$ cat src/rtl/fifo_reader_pkg.sv
// fifo_reader_pkg: shared widths, types and the pop-credit rule for the FIFO read-side drain engine
package fifo_reader_pkg;
  localparam int FIFO_W = 8;
  typedef logic [FIFO_W-1:0] fifo_word_t;
  typedef logic [1:0] occ_t;
  // Words already owed to the buffer after this edge must stay below its 2 slots
  function automatic logic has_credit(occ_t occ, logic inflight, logic pop);
    return ({1'b0, occ} + {2'b0, inflight} - {2'b0, pop}) < 3'd2;
  endfunction
endpackage

$ cat src/rtl/fifo_reader_if.sv
// fifo_reader_if: FIFO read port plus downstream valid/ready stream; master is the reader side
interface fifo_reader_if
  import fifo_reader_pkg::*;
#(parameter int WIDTH = FIFO_W);
  logic fifo_empty;
  logic fifo_read_en;
  logic [WIDTH-1:0] fifo_data;
  logic m_valid;
  logic m_ready;
  logic [WIDTH-1:0] m_data;
  modport master(input fifo_empty, fifo_data, m_ready, output fifo_read_en, m_valid, m_data);
  modport slave(output fifo_empty, fifo_data, m_ready, input fifo_read_en, m_valid, m_data);
endinterface

$ cat src/rtl/fifo_reader_skid.sv
// fifo_reader_skid: 2-entry in-order skid buffer; e0 is the head, e1 holds the word queued behind it
module fifo_reader_skid
  import fifo_reader_pkg::*;
#(parameter int WIDTH = FIFO_W) (
  input  logic             clock,
  input  logic             reset,
  input  logic             wr_en,
  input  logic [WIDTH-1:0] wr_data,
  input  logic             pop,
  output occ_t             occ,
  output logic [WIDTH-1:0] head
);
  occ_t occ_q, occ_d, base;
  logic [WIDTH-1:0] e0_q, e0_d, e1_q, e1_d;
  // base is the occupancy left after the pop; a write lands in the first free slot
  always_comb begin
    base = occ_q - occ_t'(pop);
    occ_d = base + occ_t'(wr_en);
    e0_d = (wr_en && base == 2'd0) ? wr_data : pop ? e1_q : e0_q;
    e1_d = (wr_en && base == 2'd1) ? wr_data : e1_q;
  end
  always_ff @(posedge clock or posedge reset) begin
    if (reset) begin
      occ_q <= '0;
      e0_q <= '0;
      e1_q <= '0;
    end else begin
      occ_q <= occ_d;
      e0_q <= e0_d;
      e1_q <= e1_d;
    end
  end
  assign occ = occ_q;
  assign head = e0_q;
endmodule

$ cat src/rtl/fifo_reader.sv
// fifo_reader: pops the FIFO under a 2-word credit, absorbs its 1-cycle read latency, re-presents words on valid/ready.
// FIFO_READER_STATS_EN adds the CNT_W parameter and the word_count delivered-word counter.
module fifo_reader
  import fifo_reader_pkg::*;
#(
  parameter int WIDTH = FIFO_W
`ifdef FIFO_READER_STATS_EN
  , parameter int CNT_W = 16
`endif
) (
  input logic clock,
  input logic reset,
  input logic enable,
  fifo_reader_if.master bus
`ifdef FIFO_READER_STATS_EN
  , output logic [CNT_W-1:0] word_count
`endif
);
  occ_t occ;
  logic [WIDTH-1:0] head;
  logic m_valid, pop_out, rd_en, inflight_q, inflight_d;
  assign m_valid = occ != 2'd0;
  assign pop_out = m_valid && bus.m_ready;
  // m_ready reaches rd_en combinationally so a full buffer can refill on the cycle it drains
  assign rd_en = !reset && enable && !bus.fifo_empty && has_credit(occ, inflight_q, pop_out);
  always_comb inflight_d = rd_en;
  always_ff @(posedge clock or posedge reset) begin
    if (reset) inflight_q <= 1'b0;
    else inflight_q <= inflight_d;
  end
  fifo_reader_skid #(.WIDTH(WIDTH)) u_skid (
    .clock(clock),
    .reset(reset),
    .wr_en(inflight_q),
    .wr_data(bus.fifo_data),
    .pop(pop_out),
    .occ(occ),
    .head(head)
  );
  assign bus.fifo_read_en = rd_en;
  assign bus.m_valid = m_valid;
  assign bus.m_data = head;
`ifdef FIFO_READER_STATS_EN
  logic [CNT_W-1:0] word_count_q, word_count_d;
  always_comb word_count_d = word_count_q + CNT_W'(pop_out);
  always_ff @(posedge clock or posedge reset) begin
    if (reset) word_count_q <= '0;
    else word_count_q <= word_count_d;
  end
  assign word_count = word_count_q;
`endif
endmodule
$ cat src/flat_wrapper.sv
// flat-port wrapper written by rule: the top's interface ports become plain ports
module fifo_reader_flat import fifo_reader_pkg::*;
#(
  parameter int WIDTH = FIFO_W

)
  (clock, reset, enable, bus_fifo_empty, bus_fifo_data, bus_m_ready, bus_fifo_read_en, bus_m_valid, bus_m_data);
  fifo_reader_if #(.WIDTH(WIDTH)) bus_i ();
  input logic clock;
  input logic reset;
  input logic enable;
  input wire logic [$bits(bus_i.fifo_empty)-1:0] bus_fifo_empty;
  input wire logic [$bits(bus_i.fifo_data)-1:0] bus_fifo_data;
  input wire logic [$bits(bus_i.m_ready)-1:0] bus_m_ready;
  output wire logic [$bits(bus_i.fifo_read_en)-1:0] bus_fifo_read_en;
  output wire logic [$bits(bus_i.m_valid)-1:0] bus_m_valid;
  output wire logic [$bits(bus_i.m_data)-1:0] bus_m_data;
  assign bus_i.fifo_empty = bus_fifo_empty;
  assign bus_i.fifo_data = bus_fifo_data;
  assign bus_i.m_ready = bus_m_ready;
  assign bus_fifo_read_en = bus_i.fifo_read_en;
  assign bus_m_valid = bus_i.m_valid;
  assign bus_m_data = bus_i.m_data;
  fifo_reader #(.WIDTH(WIDTH)) u_core (.clock(clock), .reset(reset), .enable(enable), .bus(bus_i));
endmodule
$ cat config.mk
export PLATFORM = sky130hd
export DESIGN_NAME = fifo_reader_flat
export DESIGN_NICKNAME = d
export VERILOG_FILES = /design/src/rtl/fifo_reader_pkg.sv /design/src/rtl/fifo_reader_if.sv /design/src/rtl/fifo_reader_skid.sv /design/src/rtl/fifo_reader.sv /design/src/flat_wrapper.sv
export SDC_FILE = /design/constraint.sdc
export NUM_CORES = 1
export LEC_CHECK = 0
export ABC_CLOCK_PERIOD_IN_PS = 3150
export BUFFER_PORTS_ARGS = -buffer_cell sky130_fd_sc_hd__buf_2
export CAP_MARGIN = 30
export CELL_PAD_IN_SITES_DETAIL_PLACEMENT = 1
export CELL_PAD_IN_SITES_GLOBAL_PLACEMENT = 2
export CORE_ASPECT_RATIO = 0.5
export CORE_MARGIN = 2
export CORE_UTILIZATION = 30
export CTS_CLUSTER_SIZE = 40
export DETAILED_ROUTE_END_ITERATION = 8
export GPL_TIMING_DRIVEN = 0
export PLACE_DENSITY = 0.81
export SLEW_MARGIN = 30
export SYNTH_ARGS = -nofsm -noshare
export SYNTH_HDL_FRONTEND = slang
export SYNTH_SLANG_ARGS = --single-unit
$ cat constraint.sdc
create_clock -name clock -period 3.15 [get_ports clock]
set_input_delay 0.63 -clock clock [delete_from_list [all_inputs] [get_ports clock]]
set_output_delay 0.63 -clock clock [all_outputs]
set_load 0.005 [all_outputs]
Word level (Yosys, flattened, before mapping)
Cells that the tools add are included.
Word-level totals
  word-level logic and storage cells: 23
  input port bits: 13
  bits in registers: 19
  output and inout port bits: 10
Cells by class
  add/subtract/negate cells: 4
  reduce and logical (&&, ||, !) cells: 11
  muxes and demuxes: 2
  equal/unequal tests: 1
  order comparisons: 1
Operator list (count)
  $mux 8: 2
  $logic_and 1x1->1: 6
  $reduce_bool 2->1: 2
  $add 2x1->3: 1
  $lt 3x2->1 const B: 1
  $sub 3x1->3: 1
  $add 2x1->2: 1
  $eq 2x1->1 const B: 1
  $logic_not 1->1: 2
  $logic_not 2->1: 1
  $sub 2x1->2: 1

Depth between registers and ports, before layout
Gate-level depths: netlist of the first run.
  word-level depth: 6
  mapped depth: 8
  gate-level depth less buffers: 7

Hierarchy
A second synthesis of the first run with hierarchy kept.
Unflattened totals
  cells, all modules: 72
  area total of the unflattened synthesis: 895.9 um^2
Modules (own cells, without submodules)
  fifo_reader_skid: area an instance 787.0 um^2, cells each 61, sequential area each 450.4 um^2, instances 1
  fifo_reader: area an instance 108.9 um^2, cells each 11, sequential area each 25.0 um^2, instances 1

Least setup slack after synthesis of the first run
No wires, ideal clock.
  path type: in2out
  start: in bus_m_ready
  end: out bus_fifo_read_en
  data arrival time: 2309 ps
  path buffers: 0
  data required time: 2520 ps
  setup slack: 211 ps
  stages on the path: 7
  cell sequence: o21ai_2 > clkinv_1 > ha_1 > nand2b_1 > fa_1 > nand2_1 > nor4_1
Between the ends
  word-level cells in the longest chain between the ends: 4
Ends and longest elaborated chain
  from (decl): RTL line flat_wrapper.sv:14  | input wire logic [$bits(bus_i.m_ready)-1:0] bus_m_ready;
  $logic_and 1x1->1: RTL line fifo_reader.sv:23  | assign pop_out = m_valid && bus.m_ready;
  $sub 3x1->3: RTL line fifo_reader_pkg.sv:8  | return ({1'b0, occ} + {2'b0, inflight} - {2'b0, pop}) < 3'd2;
  $lt 3x2->1: RTL line fifo_reader_pkg.sv:8
  $logic_and 1x1->1: RTL line fifo_reader.sv:25  | assign rd_en = !reset && enable && !bus.fifo_empty && has_credit(occ, inflight_q, pop_out);
  to (decl): RTL line flat_wrapper.sv:15  | output wire logic [$bits(bus_i.fifo_read_en)-1:0] bus_fifo_read_en;
Every way passes these cells.

Worst setup path in the final report of the first run
  start: reg u_core.u_skid.occ_q[1], in the netlist u_core.u_skid.occ[1]
  end: out bus_fifo_read_en
Between the ends
  word-level cells in the longest chain between the ends: 5
  elaborated cells between the ends (all ways): 6
  those cells by class: add/sub (2); order compare (1); reduce/logical (3)
Ends and longest elaborated chain
  from (decl): RTL line fifo_reader_skid.sv:13  | occ_t occ_q, occ_d, base;
  from (signal assigned): RTL line fifo_reader_skid.sv:24  | occ_q <= '0;
  from (signal assigned): RTL line fifo_reader_skid.sv:28  | occ_q <= occ_d;
  parallel branches: the longest is 2 deep, another holds $add 2x1->3
  $sub 3x1->3 *: RTL line fifo_reader_pkg.sv:8
  $lt 3x2->1 *: RTL line fifo_reader_pkg.sv:8
  $logic_and 1x1->1 *: RTL line fifo_reader.sv:25
Mark *: on every way between the ends.

==> reports/qor.txt, run 1 <==
family of cells with the greatest summed delay on the critical path = adder cells
Peak supply drop = 0.254 mV
transition time at the pin with the least slew margin = 0.747 ns
peak per-stage delay on the critical path = 0.49 ns
routed wire length = 2020 um
Fill cells = 344
overall die width = 82.2 um
post-synthesis average cell area = 11.2 um^2
gpl congestion = 0.714
Root Buffer Master = sky130_fd_sc_hd__clkbuf_8
chain of cells forming the critical path = o21ai_4 -> inv_4 -> ha_1 -> nand2b_1 -> fa_1 -> nand2_1 -> nor4_2 -> buf_2
largest fanout on the critical path = 10
count of different cell masters after synthesis = 18
highest clock frequency the design can meet = 335 MHz
number of top-level design ports = 23
clock skew after layout = 0.00770 ns
Ys Warns = 0
DR iter-0 viols = 30
gate count of the mapped netlist = 82
count of nets left with antenna violations after detail routing = 0
cell with the biggest individual delay on the critical path = sky130_fd_sc_hd__fa_1
die extent in y = 43.1 um
number of hold buffers added after CTS = 0
highest-count cells in the layout ignoring fill and taps = sky130_fd_sc_hd__buf_2 (24), sky130_fd_sc_hd__nand2_1 (18), sky130_fd_sc_hd__dfrtp_1 (18)
commonest non-fill, non-tap cell in the layout = sky130_fd_sc_hd__buf_2
RSZ-0062 raised after global routing = no
core footprint = 2960 um^2
CTS tree = yes
time the worst path needs with I/O delays and setup = 2.98 ns
run status = completed
vias in the first global route = 750
drt wl/cell = 13.6 um
multi-input gate area in the final layout = 415 um^2
number of hold violations in the final report = 0
DRC violation count after routing = 0
number of slew-limit violations in the final report = 0
Synth Net Count = 99
endpoint type of the worst setup path = primary output
total leakage power = 0.570 nW
Buffers & Inverters on Critical Path = 2
Total Nets Final = 127
sequential cell area = 477 um^2
clock sink total = 19
area growth from synthesis to layout = 25.2%
initial core utilization = 0.310
final setup violation count = 0
initial antenna violation count = 0
power per unit of standard cell area = 920 nW/um^2
clock buffers created by TritonCTS = 3
critical path data arrival time = 2.35 ns
required time at the worst-slack endpoint = 2.52 ns
share of layout cells above drive strength 1 = 0.394
placed wire-length estimate = 1490 um
total global routing overflow = 0
proportion of synthesized chip area in sequential cells = 0.518
crit path kind = flop to primary output
final core occ = 0.388
clock-pin slew on the worst setup and hold paths = 0.08 ns
clock latency reported for the late side of the worst-skew pair = 0.26 ns
first-pass GRT wire length = 3410 um
first drt pass iteration count = 2
Post-Syn Area = 917 um^2
maximum number of pins on one net before global-route repair = 20
number of antenna repair diodes = 0
Max Cap Violations = 0
max-slew headroom at the worst pin = 0.501
worst hold path class = primary input to asynchronous set/reset pin
number of port buffers = 22
setup TNS = 0 ns
count of state elements after synthesis = 19
startpoint type of the worst setup path = flop
FP Rows = 14
H-tree depth = 1
Clock Path Buffers = 2
internal reg-to-reg setup slack = 1.11 ns
via/cell ratio = 4.39
overall routing resource usage = 0.130
Die Area = 3540 um^2
total power = 1.06 mW
portion of the clock cycle consumed by the worst path in the final layout = 0.947
number of vias in the routed layout = 654
[synthesized netlist by cell type, drive strengths merged]
| library cell | instances | area, um^2 |
|---|---|---|
| nand2b | 1 | 6.26 |
| clkinv | 1 | 3.75 |
| or3 | 1 | 6.26 |
| nor4 | 1 | 6.26 |
| o21ai | 1 | 8.76 |
| nand2 | 18 | 67.6 |
| dfrtp | 19 | 475 |
| or2 | 2 | 12.5 |
| fa | 1 | 20.0 |
| a31oi | 8 | 50.1 |
| mux2 | 8 | 120 |
| nor3 | 8 | 40.0 |
| buf | 3 | 21.3 |
| inv | 4 | 15.0 |
| xor2 | 3 | 26.3 |
| ha | 3 | 37.5 |
[stage by stage]
stage               cells  cell area [um^2]  setup slack [ns]  hold slack (ns)
floorplan              82               917             0.211            0.481
global placement      144              1080            -0.378            0.491
detailed placement    144              1080            -0.346            0.495
CTS                   149              1150            0.0257            0.514
global route          149              1150            0.0243            0.527
finish                149              1150             0.167            0.512
[registers in the layout (all words and copies together), names as in the netlist]
name                count
u_core.u_skid.head      8
u_core.inflight_q       1
u_core.u_skid.occ       2
u_core.u_skid.e1_q      8
[power by group]
| part | internal [mW] | switching (mW) | total, mW |
|---|---|---|---|
| combinational | 0.230 | 0.213 | 0.443 |
| clock | 0.0879 | 0.0810 | 0.169 |
| sequential | 0.366 | 0.0792 | 0.445 |
[timing repair]
action	in CTS	in global routing
endpoints found under the setup margin	1	1
setup buffers	1	0
resized for setup	4	1
pin swaps	1	0
[final timing paths]
kind	from	endpoint	depth (start not counted)
worst min register to register	u_core.u_skid.e1_q[0]	u_core.u_skid.e1_q[0]	1
worst max register to register	u_core.u_skid.occ[1]	u_core.inflight_q	7
min in group clock	u_core.u_skid.e1_q[0]	u_core.u_skid.e1_q[0]	1
worst min-delay path	reset	u_core.u_skid.e1_q[1]	2
max in group asynchronous	reset	u_core.u_skid.occ[1]	2
worst max-delay path	u_core.u_skid.occ[1]	bus_fifo_read_en	8
[routing by layer]
layer  GRT usage  wire length [um]  vias up
li1            -                 -      332
met1       0.160               903      310
met2       0.229              1030       10
met3      0.0383                71        2
met4      0.0200                17        0
met5           0                 0        -
[layout make-up]
| cell class | instances | share of cell area |
|---|---|---|
| sequential | 19 | 0.415 |
| multi-input combinational | 55 | 0.362 |
| timing repair buffer | 23 | 0.102 |
| tap | 40 | 0.0436 |
| clock buffer | 3 | 0.0359 |
| buffer | 3 | 0.0185 |
| inverter | 5 | 0.0185 |
| clock inverter | 1 | 0.00436 |
[logic make-up (layout without fill, tap and decap cells)]
logic type	after synthesis	in the layout	synth area share
compound gates	9	9	0.0641
xor+xnor	3	3	0.0287
fa+ha+maj	4	4	0.0628
buf+inv	8	35	0.0436
flops	19	19	0.518
mux	8	8	0.131
simple gates	31	31	0.151
Note: power is estimated with default switching activity, not from simulation.
==> run 2, diff against run 1 <==
--- a/config.mk
+++ b/config.mk
@@ -5,18 +5,19 @@
 export SDC_FILE = /design/constraint.sdc
 export NUM_CORES = 1
 export LEC_CHECK = 0
+export ABC_AREA = 1
 export ABC_CLOCK_PERIOD_IN_PS = 3150
 export BUFFER_PORTS_ARGS = -buffer_cell sky130_fd_sc_hd__buf_2
 export CAP_MARGIN = 30
 export CELL_PAD_IN_SITES_DETAIL_PLACEMENT = 1
 export CELL_PAD_IN_SITES_GLOBAL_PLACEMENT = 2
 export CORE_ASPECT_RATIO = 0.5
-export CORE_MARGIN = 2
+export CORE_MARGIN = 5
 export CORE_UTILIZATION = 30
 export CTS_CLUSTER_SIZE = 40
 export DETAILED_ROUTE_END_ITERATION = 8
 export GPL_TIMING_DRIVEN = 0
-export PLACE_DENSITY = 0.81
+export PLACE_DENSITY = 0.84
 export SLEW_MARGIN = 30
 export SYNTH_ARGS = -nofsm -noshare
 export SYNTH_HDL_FRONTEND = slang
==> run 2 against run 1 <==
Compared with the run above:
- setup slack lost 0.018 ns
- sequential share of layout area is 5.3 points lower
- global-route usage is 0.66 points lower
- area after synthesis rose by 15%
- die area rose by 37%
- non-clock buffer count is 1 higher
- via count increased by 35%
- clock skew decreased by 0.0069 ns
- final cell count rose by 36%
- synthesized cell count increased by 50%
- critical path type unchanged
- critical endpoint unchanged
- largest cell class is now multi-input gates
==> reports/qor.txt, run 2 <==
run status = completed
maximum number of pins on one net before global-route repair = 20 (unchanged)
clock skew after layout = 0.000793 ns (-0.00691 ns)
count of nets left with antenna violations after detail routing = 0 (unchanged)
routed wire length on met2 = 1270 um (+24%)
worst hold path class = flop to flop
placement-stage worst setup slack = -0.267 ns (+0.0796 ns)
clock latency reported for the late side of the worst-skew pair = 0.26 ns (about the same)
share of synthesized registers carrying an async set or reset = 1.00 (unchanged)
final core occ = 0.387 (-0.000888)
time the worst path needs with I/O delays and setup = 3.00 ns (+0.0178 ns)
final setup violation count = 0 (unchanged)
core footprint = 3400 um^2 (+15%)
Total Nets Final = 169 (+33%)
initial antenna violation count = 0 (unchanged)
commonest non-fill, non-tap cell in the layout = sky130_fd_sc_hd__nand2_1
total power = 1.01 mW (-4.0%)
Post-Syn Area = 1050 um^2 (+15%)
met3 layer wire length in the routed design = 94 um (+32%)
DRC violation count after routing = 0 (unchanged)
DR iter-0 viols = 52 (+73%)
number of slew-limit violations in the final report = 0 (unchanged)
final std cells w/o fill = 202 (+36%)
proportion of synthesized chip area in sequential cells = 0.452 (-0.0666)
library cell with the largest summed area after synthesis = sky130_fd_sc_hd__dfrtp_1
peak per-stage delay on the critical path = 0.48 ns (about the same)
routed wire length = 2630 um (+30%)
required time at the worst-slack endpoint = 2.52 ns (about the same)
initial core utilization = 0.310 (about the same)
setup TNS = 0 ns (unchanged)
number of hold violations in the final report = 0 (unchanged)
crit path kind = flop to primary output
max-slew headroom at the worst pin = 0.501 (about the same)
die extent in y = 51.9 um (+20%)
chain of cells forming the critical path = inv_4 -> nand2_8 -> nand2_4 -> inv_1 -> ha_1 -> or2_2 -> fa_1 -> nand3_1 -> nor2_2 -> buf_2
portion of the clock cycle consumed by the worst path in the final layout = 0.952 (+0.00565)
total leakage power = 0.730 nW (+28%)
area growth from synthesis to layout = 25.0%
Peak supply drop = 0.276 mV (+8.9%)
sequential cell area = 477 um^2 (unchanged)
most common cell in the netlist = sky130_fd_sc_hd__nand2_1
Final WS setup = 0.150 ns (-0.0178 ns)
Root Buffer Master = sky130_fd_sc_hd__clkbuf_8
startpoint type of the worst setup path = flop
highest layer used for signal routing = met4
sequential group share of total power = 0.379 (-0.042)
number of antenna repair diodes = 0 (unchanged)
clock-pin slew on the worst setup and hold paths = 0.07 ns (about the same)
Max Cap Violations = 0 (unchanged)
clock power share = 0.168 (+0.008)
clock sink total = 19 (unchanged)
most used standard cells in the synthesized netlist = sky130_fd_sc_hd__nand2_1 (34), sky130_fd_sc_hd__nand3_1 (25), sky130_fd_sc_hd__dfrtp_1 (19), sky130_fd_sc_hd__inv_1 (14), sky130_fd_sc_hd__o21ai_2 (8)
critical path data arrival time = 2.37 ns (+0.02 ns)
placed wire-length estimate = 1940 um (+31%)
first drt pass iteration count = 4 (+2)
number of vias in the routed layout = 880 (+35%)
number of hold buffers added after CTS = 0 (unchanged)
first-pass GRT wire length = 4500 um (+32%)
Die Area = 4860 um^2 (+37%)
drt wl/cell = 13.0 um (-4.2%)
H-tree depth = 1 (unchanged)
overall routing resource usage = 0.123 (-0.00658)
Fill cells = 428 (+24%)
ranking of synthesized cells by area = sky130_fd_sc_hd__dfrtp_1 (45%), sky130_fd_sc_hd__nand2_1 (12%), sky130_fd_sc_hd__nand3_1 (12%)
CTS tree = yes
clock buffers created by TritonCTS = 3 (unchanged)
Synth Net Count = 140 (+41%)
transition time at the pin with the least slew margin = 0.747 ns (-0.000312 ns)
FP Rows = 15 (+1)
largest fanout on the critical path = 10 (unchanged)
detailed-route wire length on metal 1 = 1240 um (+37%)
overall die width = 93.8 um (+14%)
via/cell ratio = 4.36 (-0.75%)
switching part of the total power = 0.402 (+0.0497)
number of synthesized flops with an enable pin = 0 (unchanged)
highest-count cells in the layout ignoring fill and taps = sky130_fd_sc_hd__nand2_1 (34), sky130_fd_sc_hd__nand3_1 (25), sky130_fd_sc_hd__buf_2 (21), sky130_fd_sc_hd__dfrtp_1 (18), sky130_fd_sc_hd__inv_1 (13)
Clock Path Buffers = 2 (unchanged)
post-synthesis average cell area = 8.55 um^2 (-24%)
multi-input gate area in the final layout = 508 um^2 (+22%)
count of state elements after synthesis = 19 (unchanged)
highest clock frequency the design can meet = 333 MHz (-0.59%)
part of the total power dissipated in combinational logic = 0.453 (+0.034)
gpl congestion = 0.732 (+2.6%)
power per unit of standard cell area = 771 nW/um^2 (-16%)
share of layout cells above drive strength 1 = 0.344 (-0.0501)
number of top-level design ports = 23 (unchanged)
vias in the first global route = 925 (+23%)
area share of the largest cell type after synthesis = 0.452 (-0.0666)
switching power total = 0.408 mW (+9.5%)
internal power = 0.606 mW (-11%)
total global routing overflow = 0 (unchanged)
count of different cell masters after synthesis = 18 (unchanged)
internal reg-to-reg setup slack = 0.99 ns (-0.12 ns)
most frequently used flop master after synthesis = sky130_fd_sc_hd__dfrtp_1
gate count of the mapped netlist = 123 (+50%)
RSZ-0062 raised after global routing = no
number of port buffers = 21 (-4.5%)
Ys Warns = 0 (unchanged)
cell with the biggest individual delay on the critical path = sky130_fd_sc_hd__fa_1
endpoint type of the worst setup path = primary output
instance count after placement with tap cells included = 195 (+35%)
-- run 2: cell count changes after synthesis, sizes merged, moves of 3 or more --
cell   previous run  this run
inv               4        16
nand2            18        41
o21ai             1         8
a31oi             8         0
mux2              8         0
nand3             0        26
nor2              0         3
nor3              8         0
-- run 2: area by class of cell --
cell class / count / area share
inverter: 16 / 0.0476
buffer: 3 / 0.0238
timing repair buffer: 24 / 0.0971
sequential: 19 / 0.363
clock buffer: 4 / 0.0343
multi-input combinational: 85 / 0.386
tap: 51 / 0.0485
-- run 2: critical path: cells and delay by family, from the launching register on --
kind,cells,cell delay (ns)
buf+inv,3,0.28
simple gates,5,0.66
fa+ha+maj,2,0.74
flops,1,0.44
-- run 2: kinds of logic (layout without fill, tap and decap cells) --
logic type,after synthesis,after routing,synth area share
flops,19,19,0.452
xor+xnor,2,2,0.0166
fa+ha+maj,4,4,0.0547
simple gates,71,71,0.325
compound gates,8,8,0.0666
buf+inv,19,47,0.0856
-- run 2: final timing paths --
check | startpoint | cells after the start | to
worst max register to register | u_core.u_skid.occ[1] | 10 | u_core.inflight_q
worst max-delay path | u_core.u_skid.occ[1] | 10 | bus_fifo_read_en
worst min-delay path | u_core.u_skid.e1_q[4] | 2 | u_core.u_skid.e1_q[4]
worst min register to register | u_core.u_skid.e1_q[4] | 2 | u_core.u_skid.e1_q[4]
max in group asynchronous | reset | 2 | u_core.u_skid.occ[1]
min in group asynchronous | reset | 2 | u_core.u_skid.occ[1]
-- run 2: stage by stage --
stage                     cell area [um^2]  hold WS (ns)
after floorplan                       1050         0.456
after global placement                1220         0.466
after detailed placement              1220         0.475
after CTS                             1290         0.492
after global routing                  1320         0.518
final                                 1320         0.494
-- run 2: routing by layer --
| metal | track usage | vias to the layer above |
|---|---|---|
| met2 | 0.208 | 13 |
| met4 | 0.0216 | 0 |
| li1 | - | 447 |
| met1 | 0.157 | 418 |
| met5 | 0 | - |
| met3 | 0.0405 | 2 |
-- run 2: power by group through the flow --
| stage | registers [mW] | logic (mW) | clock network, mW |
|---|---|---|---|
| 2_1_floorplan | 0.381 | 0.297 | 0 |
| 3_3_place_gp | 0.383 | 0.398 | 0 |
| 3_5_place_dp | 0.391 | 0.414 | 0 |
| 4_1_cts | 0.388 | 0.431 | 0.176 |
| 5_1_grt | 0.396 | 0.523 | 0.187 |
| 6_report | 0.385 | 0.459 | 0.171 |
-- run 2: timing repair --
item                       in CTS  in global routing
buffers inserted                1                  2
pin swaps                       1                  1
resized for setup               4                  4
setup endpoints to repair       1                  1
==> run 3, diff against run 2 <==
--- a/config.mk
+++ b/config.mk
@@ -6,7 +6,7 @@
 export NUM_CORES = 1
 export LEC_CHECK = 0
 export ABC_AREA = 1
-export ABC_CLOCK_PERIOD_IN_PS = 3150
+export ABC_CLOCK_PERIOD_IN_PS = 3400
 export BUFFER_PORTS_ARGS = -buffer_cell sky130_fd_sc_hd__buf_2
 export CAP_MARGIN = 30
 export CELL_PAD_IN_SITES_DETAIL_PLACEMENT = 1
@@ -14,10 +14,10 @@
 export CORE_ASPECT_RATIO = 0.5
 export CORE_MARGIN = 5
 export CORE_UTILIZATION = 30
-export CTS_CLUSTER_SIZE = 40
 export DETAILED_ROUTE_END_ITERATION = 8
 export GPL_TIMING_DRIVEN = 0
 export PLACE_DENSITY = 0.84
+export SETUP_SLACK_MARGIN = 0.4
 export SLEW_MARGIN = 30
 export SYNTH_ARGS = -nofsm -noshare
 export SYNTH_HDL_FRONTEND = slang
==> constraint.sdc (replaced) <==
create_clock -name clock -period 3.4 [get_ports clock]
set_input_delay 0.68 -clock clock [delete_from_list [all_inputs] [get_ports clock]]
set_output_delay 0.68 -clock clock [all_outputs]
set_load 0.005 [all_outputs]
==> run 3 against run 2 <==
Compared with the run above:
- sequential share of layout area down 0.84 points
- critical path depth down 1
- clock-buffer cell count shrank 1
- sequential power down 8.6%
- design area is 2.4% higher
==> reports/qor.txt, run 3 (synthesized netlist as in run 2, its figures left out) <==
initial core utilization = 0.310 (unchanged)
count of nets left with antenna violations after detail routing = 0 (unchanged)
Hold Crit Start = u_core.u_skid.e1_q[4]
first drt pass iteration count = 2 (-2)
placement-stage worst setup slack = 0.146 ns (+0.413 ns)
Reg-to-Reg End = u_core.inflight_q
first-pass GRT wire length = 4340 um (-3.5%)
DRC violation count after routing = 0 (unchanged)
die extent in y = 51.9 um (unchanged)
Final WS setup = 0.504 ns (+0.354 ns)
setup TNS = 0 ns (unchanged)
time the worst path needs with I/O delays and setup = 2.90 ns
final core occ = 0.396 (+0.00921)
Total Nets Final = 171 (+1.2%)
total global routing overflow = 0 (unchanged)
via/cell ratio = 4.44 (+1.9%)
number of antenna repair diodes = 0 (unchanged)
required time at the worst-slack endpoint = 2.72 ns (+0.20 ns)
total leakage power = 0.748 nW (+2.5%)
crit path kind = primary input to primary output
instance count along the most critical hold path = 2 (unchanged)
clock-pin slew on the worst setup and hold paths = 0.07 ns (about the same)
drt wl/cell = 12.4 um (-4.7%)
H-tree depth = 1 (unchanged)
routed wire length = 2530 um (-3.7%)
vias in the first global route = 926 (+0.11%)
critical path data arrival time = 2.22 ns (-0.15 ns)
initial antenna violation count = 0 (unchanged)
worst hold path class = flop to flop
transition time at the pin with the least slew margin = 0.747 ns (+0.000292 ns)
Peak supply drop = 0.344 mV (+25%)
number of slew-limit violations in the final report = 0 (unchanged)
number of vias in the routed layout = 906 (+3.0%)
worst hold margin = 0.488 ns (-0.00670 ns)
internal reg-to-reg setup slack = 1.42 ns (+0.43 ns)
number of top-level design ports = 23 (unchanged)
startpoint type of the worst setup path = primary input
CP startpoint = bus_m_ready
number of port buffers = 21 (unchanged)
Hold EP = u_core.u_skid.e1_q[4]
clock buffers created by TritonCTS = 3 (unchanged)
endpoint type of the worst setup path = primary output
core footprint = 3400 um^2 (unchanged)
share of layout cells above drive strength 1 = 0.373 (+0.0282)
gpl congestion = 0.701 (-4.3%)
run status = completed
number of hold buffers added after CTS = 0 (unchanged)
highest clock frequency the design can meet = 345 MHz
area growth from synthesis to layout = 27.9%
FP Rows = 15 (unchanged)
portion of the clock cycle consumed by the worst path in the final layout = 0.852
overall die width = 93.8 um (unchanged)
DR iter-0 viols = 14 (-73%)
number of hold violations in the final report = 0 (unchanged)
beginning of the worst register-to-register path = u_core.u_skid.occ[1]
power per unit of standard cell area = 710 nW/um^2 (-8.0%)
highest-count cells in the layout ignoring fill and taps = sky130_fd_sc_hd__nand2_1 (34), sky130_fd_sc_hd__nand3_1 (25), sky130_fd_sc_hd__buf_2 (21), sky130_fd_sc_hd__dfrtp_1 (18), sky130_fd_sc_hd__inv_1 (12)
largest fanout on the critical path = 9 (-1)
clock sink total = 19 (unchanged)
Root Buffer Master = sky130_fd_sc_hd__clkbuf_8
CTS tree = yes
commonest non-fill, non-tap cell in the layout = sky130_fd_sc_hd__nand2_1
placed wire-length estimate = 1850 um (-5.1%)
number of cell instances on the worst register-to-register path = 10 (unchanged)
Clock Path Buffers = 2 (unchanged)
RSZ-0062 raised after global routing = no
Max Cap Violations = 0 (unchanged)
Die Area = 4860 um^2 (unchanged)
clock skew after layout = 0.00253 ns (+0.00173 ns)
overall routing resource usage = 0.116 (-0.00731)
max-slew headroom at the worst pin = 0.501 (about the same)
final setup violation count = 0 (unchanged)
maximum number of pins on one net before global-route repair = 20 (unchanged)
clock latency reported for the late side of the worst-skew pair = 0.26 ns (about the same)
[run 3: cell types whose count changed in the layout (fill, tap and decap cells not counted)]
cell | before | now
sky130_fd_sc_hd__clkinv_2 | 0 | 1
sky130_fd_sc_hd__nand2_4 | 3 | 4
sky130_fd_sc_hd__clkbuf_8 | 3 | 4
sky130_fd_sc_hd__ha_1 | 3 | 2
sky130_fd_sc_hd__buf_4 | 3 | 5
sky130_fd_sc_hd__clkbuf_2 | 1 | 0
sky130_fd_sc_hd__clkbuf_1 | 1 | 0
sky130_fd_sc_hd__nand2_8 | 1 | 0
sky130_fd_sc_hd__inv_1 | 13 | 12
sky130_fd_sc_hd__ha_4 | 0 | 1
sky130_fd_sc_hd__inv_2 | 2 | 3
sky130_fd_sc_hd__or2_2 | 1 | 0
sky130_fd_sc_hd__or2_4 | 0 | 1
[run 3: cell type report]
type                       instances  area, um^2
inverter                          16        62.6
timing repair buffer              26         143
fill                             416        2050
sequential                        19         477
tap                               51        63.8
buffer                             3        40.0
clock inverter                     1        5.00
multi-input combinational         85         514
clock buffer                       3        41.3
[run 3: metal layers]
layer | vias up | track usage | wire [um]
met1 | 438 | 0.143 | 1150
li1 | 451 | - | -
met3 | 0 | 0.0376 | 126
met5 | - | 0 | 0
met4 | 0 | 0.0216 | 0
met2 | 17 | 0.202 | 1250
[run 3: worst max path at each step]
stage                       endpoint  cells past startpoint
floorplan           bus_fifo_read_en                      8
global placement    bus_fifo_read_en                      9
detailed placement  bus_fifo_read_en                      9
CTS                 bus_fifo_read_en                      9
global route        bus_fifo_read_en                     10
finish              bus_fifo_read_en                      9
[run 3: power breakdown]
part,internal [mW],switching [mW],total (mW)
clock,0.0815,0.0782,0.160
combinational,0.190,0.254,0.444
sequential,0.307,0.0445,0.352
total,0.579,0.376,0.955
[run 3: per-stage QoR]
step                cells  instance area [um^2]  power [mW]
floorplan             123                  1050       0.629
global placement      195                  1220       0.726
detailed placement    195                  1220       0.740
CTS                   203                  1320       0.958
global route          204                  1350        1.05
finish                204                  1350       0.955
[run 3: repair_timing]
item | 4_1_cts | 5_1_grt
gates resized for setup | 8 | 3
buffers inserted | 4 | 1
endpoints found under the setup margin | 1 | 1
pin swaps | 5 | 5
[run 3: worst max-delay path: stages]
cell and delay [ns]:
sky130_fd_sc_hd__clkbuf_8 0.14, sky130_fd_sc_hd__nand2_4 0.07, sky130_fd_sc_hd__inv_2 0.05, sky130_fd_sc_hd__ha_4 0.20, sky130_fd_sc_hd__or2_4 0.24, sky130_fd_sc_hd__fa_1 0.49
sky130_fd_sc_hd__nand3_1 0.09, sky130_fd_sc_hd__nor2_2 0.13, sky130_fd_sc_hd__buf_2 0.12
